## src/rtl/count_event_logger.sv

```systemverilog
// Event logger: captures counter events with a count snapshot into a FWFT FIFO drained by host pops.
// Optional timestamp column enabled by defining EVLOG_TIMESTAMP_EN.
module count_event_logger #(
  parameter int unsigned NEV   = 2,
  parameter int unsigned DEPTH = 16,
  parameter int unsigned AW    = 4
) (
  input  logic           clk1,
  input  logic           reset1,
  input  logic           tick,
  input  logic [7:0]     count,
  input  logic [NEV-1:0] event_in,
  input  logic           pop,
  input  logic           clear,
  output logic [15:0]    dout,
  output logic [15:0]    ts_out,
  output logic [AW:0]    level,
  output logic           empty,
  output logic           full,
  output logic [15:0]    drop_count,
  output logic           overflow
);

  localparam logic [AW:0] FullLvl = (AW+1)'(DEPTH);

  logic [15:0]   mem_q [DEPTH];
  logic [AW-1:0] wr_ptr_q, wr_ptr_d;
  logic [AW-1:0] rd_ptr_q, rd_ptr_d;
  logic [AW:0]   level_q, level_d;
  logic [15:0]   drop_q, drop_d;
  logic          ovf_q, ovf_d;

  logic          push, do_pop, accept, drop;
  logic [7:0]    ev_pad;

  always_comb begin
    ev_pad = '0;
    ev_pad[NEV-1:0] = event_in;
  end

  assign empty  = (level_q == '0);
  assign full   = (level_q == FullLvl);
  // clear overrides everything: no push, no pop, no drop accounting
  assign push   = (|event_in) && !clear;
  assign do_pop = pop && !empty && !clear;
  assign accept = push && (!full || do_pop);
  assign drop   = push && full && !do_pop;

  always_comb begin
    wr_ptr_d = wr_ptr_q;
    rd_ptr_d = rd_ptr_q;
    level_d  = level_q;
    drop_d   = drop_q;
    ovf_d    = 1'b0;
    if (clear) begin
      wr_ptr_d = '0;
      rd_ptr_d = '0;
      level_d  = '0;
      drop_d   = '0;
    end else begin
      if (accept) wr_ptr_d = wr_ptr_q + AW'(1);
      if (do_pop) rd_ptr_d = rd_ptr_q + AW'(1);
      if (accept && !do_pop)      level_d = level_q + (AW+1)'(1);
      else if (!accept && do_pop) level_d = level_q - (AW+1)'(1);
      if (drop) begin
        ovf_d = 1'b1;
        if (drop_q != 16'hFFFF) drop_d = drop_q + 16'd1;
      end
    end
  end

  always_ff @(posedge clk1 or posedge reset1) begin
    if (reset1) begin
      wr_ptr_q <= '0;
      rd_ptr_q <= '0;
      level_q  <= '0;
      drop_q   <= '0;
      ovf_q    <= 1'b0;
    end else begin
      wr_ptr_q <= wr_ptr_d;
      rd_ptr_q <= rd_ptr_d;
      level_q  <= level_d;
      drop_q   <= drop_d;
      ovf_q    <= ovf_d;
    end
  end

  // Storage is deliberately unreset; empty masks stale contents on dout.
  always_ff @(posedge clk1) begin
    if (accept) mem_q[wr_ptr_q] <= {ev_pad, count};
  end

  assign dout       = empty ? 16'h0000 : mem_q[rd_ptr_q];
  assign level      = level_q;
  assign drop_count = drop_q;
  assign overflow   = ovf_q;

`ifdef EVLOG_TIMESTAMP_EN
  logic [15:0] ts_q;
  logic [15:0] ts_mem_q [DEPTH];

  always_ff @(posedge clk1 or posedge reset1) begin
    if (reset1)     ts_q <= '0;
    else if (clear) ts_q <= '0;
    else if (tick)  ts_q <= ts_q + 16'd1;
  end

  // Stores the pre-increment value when tick coincides with the push.
  always_ff @(posedge clk1) begin
    if (accept) ts_mem_q[wr_ptr_q] <= ts_q;
  end

  assign ts_out = empty ? 16'h0000 : ts_mem_q[rd_ptr_q];
`else
  logic unused_tick;
  assign unused_tick = tick;
  assign ts_out      = 16'h0000;
`endif

endmodule

```

## config.mk

```make
export PLATFORM = sky130hd
export DESIGN_NAME = count_event_logger
export DESIGN_NICKNAME = d
export VERILOG_FILES = /design/src/rtl/count_event_logger.sv
export SDC_FILE = /design/constraint.sdc
export NUM_CORES = 1
export LEC_CHECK = 0
export CELL_PAD_IN_SITES_DETAIL_PLACEMENT = 0
export CELL_PAD_IN_SITES_GLOBAL_PLACEMENT = 1
export CORE_MARGIN = 4
export CORE_UTILIZATION = 35
export CTS_BUF_LIST = sky130_fd_sc_hd__clkbuf_8
export CTS_CLUSTER_SIZE = 14
export DETAILED_ROUTE_END_ITERATION = 10
export PLACE_DENSITY = 0.72
export SKIP_CTS_REPAIR_TIMING = 1
export SLEW_MARGIN = 10
export SYNTH_ARGS = -nofsm -noshare
export SYNTH_HDL_FRONTEND = slang
export SYNTH_SLANG_ARGS = --single-unit
export TNS_END_PERCENT = 20
```

## constraint.sdc

```tcl
create_clock -name clk1 -period 3.13 [get_ports clk1]
set_clock_uncertainty 0.1 [all_clocks]
set_input_delay 0.7825 -clock clk1 [delete_from_list [all_inputs] [get_ports clk1]]
set_output_delay 0.7825 -clock clk1 [all_outputs]
set_load 0.02 [all_outputs]
```

==> flow_summary.toml, run 1 <==
[clock_network]
clock-sinks = 190
cts_htree_levels = 4
cts_buffer_depth = 2
cts_tree = "yes"
clk_transition_reported_paths_ns = 0.09
cts_buffers = 17
clock_latency_ns = 0.45
root_buffer = "clkbuf_8"

[sta]
period_share = 0.989
fmax_mhz = 323
finalSetupTns_ns = 0
rsz0062_at_grt = "yes"
hold_violations = 0
slew_viol_final = 0
tightest_slew_ns = 0.613
finalSetupViolCount = 0
period_needed_ns = 3.10
max_slew_margin = 0.591

[detailed_routing]
drtIter0Drc = 457
via_count = 4378
top_layer = "met4"
first_pass_iters = 5
wl_met3_microns = 962
vias_per_cell = 4.94
drt-met1-wl_microns = 7830
wl_met2_microns = 8520
wl_per_cell_microns = 19.8
drc = 0
postRouteWirelength_microns = 17600
postRouteAntennaNets = 0

[worst_setup_path]
critical_path_class = "register to primary output"
worstReg2RegEnd = "level[4]$_DFFE_PP0P_"
path_max_fanout = 12
critPathLaunch = "rd_ptr_q[0]$_DFFE_PP0P_"
worstPathRequired_ns = 2.25
timing.rr.start = "level[1]$_DFFE_PP0P_"
critPathArrivalTime_ns = 2.21
r2r_setup_slack_ns = 0.19
endpoint_kind = "primary output"
ff2ff_path_depth = 9
startpoint_type = "register"

[floorplanning]
start_util = 0.358
fp.dieH_microns = 161
dieArea_sq_mm = 0.0258
row_count = 55
ios = 71
core_area_sq_mm = 0.0228
dieWidth_microns = 161

[global_routing]
grt_pass1_vias = 4632
grt_antenna_before_repair = 0
grt_usage = 0.137
grt_pass1_wl_microns = 27000
overflow = 0
grt_max_degree = 44

[cells_and_area]
antenna_cells = 0
nNetsFinal = 589
syn_to_final_growth_pct = 19.8
drive_gt1_frac = 0.270
fin_cells = 887

[synthesis]
syn_inst = 475
ys.flop_type = "edfxtp_1"
synth.area.top_cells = "edfxtp_1 59%, mux4_2 11%, dfrtp_1 9.2%, mux2i_1 2.9%, buf_4 2.0%"
synth_area_sq_mm = 0.00817
synth-seq-cells = 190
synth_top_area_frac = 0.588
ys_types = 45
ys_warn_count = 0
synth_edf_count = 160
avgSynthCellArea_sq_um = 17.2
synth_top_area_cell = "edfxtp_1"
seq_area_frac_synth = 0.680
async_reset_ff_frac = 0.158

[power]
fin_total_pwr_mw = 6.31
power_density_mw_per_mm2 = 645
p_leak_nw = 3.25
ir_drop_mv = 0.300

[place]
dp_hpwl_microns = 10800
portBuffers = 47
dp_cells = 853
gp_congestion = 0.758

[worst_hold_path]
hp-class = "input port to asynchronous set/reset pin"

[job]
drv_cap = 0

[run_status]
status = "completed"
==> how the worst max path moves through the flow <==
stage                                       to
after floorplan           level[4]$_DFFE_PP0P_
after global placement    level[4]$_DFFE_PP0P_
after detailed placement  level[4]$_DFFE_PP0P_
after CTS                              dout[8]
after global routing                   dout[6]
final                                  dout[6]
==> registers in the layout, indices dropped and copies added, names as in the netlist <==
name	cells
mem_q	160
drop_count	16
level	5
rd_ptr_q	4
wr_ptr_q	4
overflow	1
==> power by group <==
| part | leakage, nW | total [mW] | switching [mW] | internal, mW |
|---|---|---|---|---|
| combinational | 1.21 | 1.89 | 0.965 | 0.927 |
| clock | 0.186 | 1.52 | 0.882 | 0.642 |
| sequential | 1.85 | 2.89 | 0.0591 | 2.83 |
==> metrics by stage <==
stage | utilization | area [sq um] | hold WS [ns] | setup slack, ns
2_1_floorplan | - | 8260 | 0.436 | 0.0177
6_report | 0.430 | 9780 | 0.490 | 0.0348
3_5_place_dp | 0.411 | 9360 | 0.463 | -0.187
5_1_grt | 0.430 | 9780 | 0.521 | -0.0749
3_3_place_gp | 0.411 | 9360 | 0.452 | -0.136
4_1_cts | 0.427 | 9720 | 0.473 | -0.463
==> routing by layer <==
layer  vias up  GRT usage
li1       1973          -
met5         -          0
met2       135      0.218
met1      2245      0.191
met4         0     0.0396
met3        25     0.0310
==> layout make-up <==
type                    count  area (sq um)
clock buffers              17           234
fillers                  2034         13000
well taps                 313           392
flip-flops and latches    190          5560
inverters                  12          45.0
multi-input cells         249          2440
repair buffers             93           982
clock inverters            13           131
==> Yosys cell counts (all sizes together) (10+ instances only) <==
cell type and count:
buf 30, clkbuf 15, dfrtp 30, edfxtp 160
ha 10, inv 12, mux2i 24, mux4 40
nand2 11, nor2 36, o22ai 10, xnor2 18
==> worst max-delay path, stage by stage, from the launching register on <==
cell	delay, ns
dfrtp_2	0.50
clkbuf_16	0.25
mux4_2	0.51
mux2i_1	0.17
o22ai_1	0.14
clkbuf_2	0.18
==> logic make-up (layout without fill, tap and decap cells) <==
logic type,Yosys count,in the layout,synth area share
AOI/OAI and AO/OA,34,34,0.0345
xor gates and xnor gates,22,22,0.0236
adders and majority gates,11,11,0.0178
buffers and inverters,57,135,0.0382
DFF,190,190,0.680
muxes,68,68,0.145
other,1,22,0.000459
and+or+nand+nor,92,92,0.0599
==> cells in the final DEF (no fill, tap or decap), types with 5 or more instances in the layout <==
master             n
mux4_2            40
nand3_1            6
a2111oi_2          7
mux2i_1           22
edfxtp_1         160
nand2_1           11
xnor2_1           18
buf_4             32
o22ai_1            9
inv_6              6
buf_12            13
ha_1              10
conb_1            22
nor2_1            35
clkbuf_8          17
buf_2              5
inv_1             12
a21oi_1            5
clkdlybuf4s50_1   35
dfrtp_1           27
and2_1             8
Note: power is estimated with default switching activity, not from simulation.
==> run 2: changes to the inputs <==
--- a/config.mk
+++ b/config.mk
@@ -5,6 +5,7 @@
 export SDC_FILE = /design/constraint.sdc
 export NUM_CORES = 1
 export LEC_CHECK = 0
+export ABC_AREA = 0
 export CELL_PAD_IN_SITES_DETAIL_PLACEMENT = 0
 export CELL_PAD_IN_SITES_GLOBAL_PLACEMENT = 1
 export CORE_MARGIN = 4
==> results of run 2 <==
Final layout, timing and power as in run 1 (identical DEF).
==> run 3: changes to the inputs <==
--- a/config.mk
+++ b/config.mk
@@ -6,14 +6,15 @@
 export NUM_CORES = 1
 export LEC_CHECK = 0
 export ABC_AREA = 0
+export CAP_MARGIN = 20
 export CELL_PAD_IN_SITES_DETAIL_PLACEMENT = 0
 export CELL_PAD_IN_SITES_GLOBAL_PLACEMENT = 1
-export CORE_MARGIN = 4
-export CORE_UTILIZATION = 35
+export CORE_MARGIN = 2
+export CORE_UTILIZATION = 40
 export CTS_BUF_LIST = sky130_fd_sc_hd__clkbuf_8
 export CTS_CLUSTER_SIZE = 14
 export DETAILED_ROUTE_END_ITERATION = 10
-export PLACE_DENSITY = 0.72
+export PLACE_DENSITY = 0.79
 export SKIP_CTS_REPAIR_TIMING = 1
 export SLEW_MARGIN = 10
 export SYNTH_ARGS = -nofsm -noshare
==> run 3 against run 2 <==
The flow now finishes with violations (setup timing); clock power increased by 11%; highest routed layer unchanged; largest power group unchanged; utilization increased by 5.9 points; critical path depth rose by 1.
==> flow_summary.toml, run 3 (same netlist as run 1, synthesis figures left out) <==
[run_status]
status = "complete, but fails checks"
violations = "setup timing"

[power]
switching_share = 0.302
seqPwrFrac = 0.447
p_leak_nw = 3.30
clkPwrFrac = 0.260
p_comb_frac = 0.293
ir_drop_mv = 0.389
power.switching_mw = 1.96
power_density_mw_per_mm2 = 658
intPower_mw = 4.51

[place]
placed_cell_area_sq_mm = 0.00929
dp_cells = 810
dp_hpwl_microns = 10700
gp_congestion = 0.778
portBuffers = 47

[worst_setup_path]
critical_path.max_stage_delay_ns = 0.53
startpoint_type = "register"
critical_path_class = "register to primary output"
r2r_setup_slack_ns = 0.16
endpoint_kind = "primary output"
crit_top_cell = "buf_6"
path_max_fanout = 5
path_cells = "or4_4 -> buf_6 -> o21ai_4 -> buf_6 -> o22ai_1 -> dlymetal6s2s_1"
crit_family = "buffers and inverters"
worstPathRequired_ns = 2.25
critPathArrivalTime_ns = 2.26
path_buf_inv = 3
slowest_stage = "or4_4"

[floorplanning]
ios = 71
dieArea_sq_mm = 0.0216
start_util = 0.406
row_count = 52
dieWidth_microns = 147
fp.dieH_microns = 147
core_area_sq_mm = 0.0201

[detailed_routing]
drtIter0Drc = 299
wl_per_cell_microns = 19.8
drc = 0
via_count = 4387
postRouteWirelength_microns = 16700
first_pass_iters = 5
postRouteAntennaNets = 0
vias_per_cell = 5.19

[global_routing]
grt_pass1_vias = 4613
met1_usage = 0.202
gr-usage-met2 = 0.271
grt_max_degree = 44
grt_antenna_before_repair = 0
grt_usage = 0.158
busiest_layer = "met2"
grt_pass1_wl_microns = 25700
grtUsageMet3 = 0.0407
overflow = 0

[sta]
setup_slack_ns = -0.0135
fmax_mhz = 318
slew_viol_final = 0
period_needed_ns = 3.14
period_share = 1.00
tightest_slew_ns = 0.607
rsz0062_at_grt = "yes"
hold_violations = 0
finalSetupViolCount = 1
max_slew_margin = 0.595
hold_slack_ns = 0.493

[job]
drv_cap = 0

[cells_and_area]
fillers = 1659
final_common_cell = "edfxtp_1"
nNetsFinal = 589
final_cell_area_sq_mm = 0.00983
drive_gt1_frac = 0.278
final_util = 0.489
largest_reg_flops = 160
syn_to_final_growth_pct = 20.3
antenna_cells = 0
fin_cells = 846
layout_common_cells = "160 x edfxtp_1, 40 x mux4_2, 36 x nor2_1, 35 x clkdlybuf4s50_1, 33 x buf_4"
top_register = "mem_q"

[clock_network]
cts_buffer_depth = 2
clk_transition_reported_paths_ns = 0.10
clock_latency_ns = 0.46
cts_tree = "yes"
cts_buffers = 17
clock-sinks = 190
cts_htree_levels = 4
root_buffer = "clkbuf_8"

[worst_hold_path]
hp-class = "register to register"
## run 3: final cells by class
cell class	count	area [sq um]	share of cell area
Clock inverter	15	194	0.0197
Multi-Input combinational cell	249	2480	0.252
Sequential cell	190	5560	0.566
Inverter	12	45.0	0.00458
Clock buffer	17	234	0.0238
Tap cell	270	338	0.0344
Timing Repair Buffer	93	977	0.0994
## run 3: routing by layer
metal	routed length, microns	part of all wire
met1	6690	0.40
met2	8660	0.52
met3	1280	0.077
met4	100	0.0060
met5	0	0
## run 3: through the flow
step | power, mW | setup WS, ns | TNS (ns)
3_5_place_dp | 4.76 | -0.262 | -0.347
2_1_floorplan | 4.09 | 0.0177 | 0
4_1_cts | 6.43 | -0.465 | -4.71
5_1_grt | 6.78 | -0.120 | -0.563
6_report | 6.46 | -0.0135 | -0.0135
3_3_place_gp | 4.71 | -0.164 | -0.171
## run 3: power groups by stage
stage	Combinational [mW]	Sequential, mW	Clock (mW)
global placement	1.78	2.93	0
CTS	1.83	2.88	1.71
finish	1.90	2.89	1.68
floorplan	1.11	2.98	0
global route	2.05	2.90	1.82
detailed placement	1.82	2.94	0
## run 3: path summary, 6_finish.rpt
check	startpoint	end	cells past startpoint
max	level[1]$_DFFE_PP0P_	dout[9]	6
min in group asynchronous	reset1	level[3]$_DFFE_PP0P_	2
min	drop_count[14]$_DFFE_PP0P_	drop_count[14]$_DFFE_PP0P_	2
max in group asynchronous	reset1	wr_ptr_q[1]$_DFFE_PP0P_	3
min reg2reg	drop_count[14]$_DFFE_PP0P_	drop_count[14]$_DFFE_PP0P_	2
max reg2reg	level[1]$_DFFE_PP0P_	level[4]$_DFFE_PP0P_	9
## run 3: tightest hold or removal path: stages (launching register included)
cell     delay (ns)
dfrtp_1        0.40
mux2i_1        0.08
nor2_1         0.08
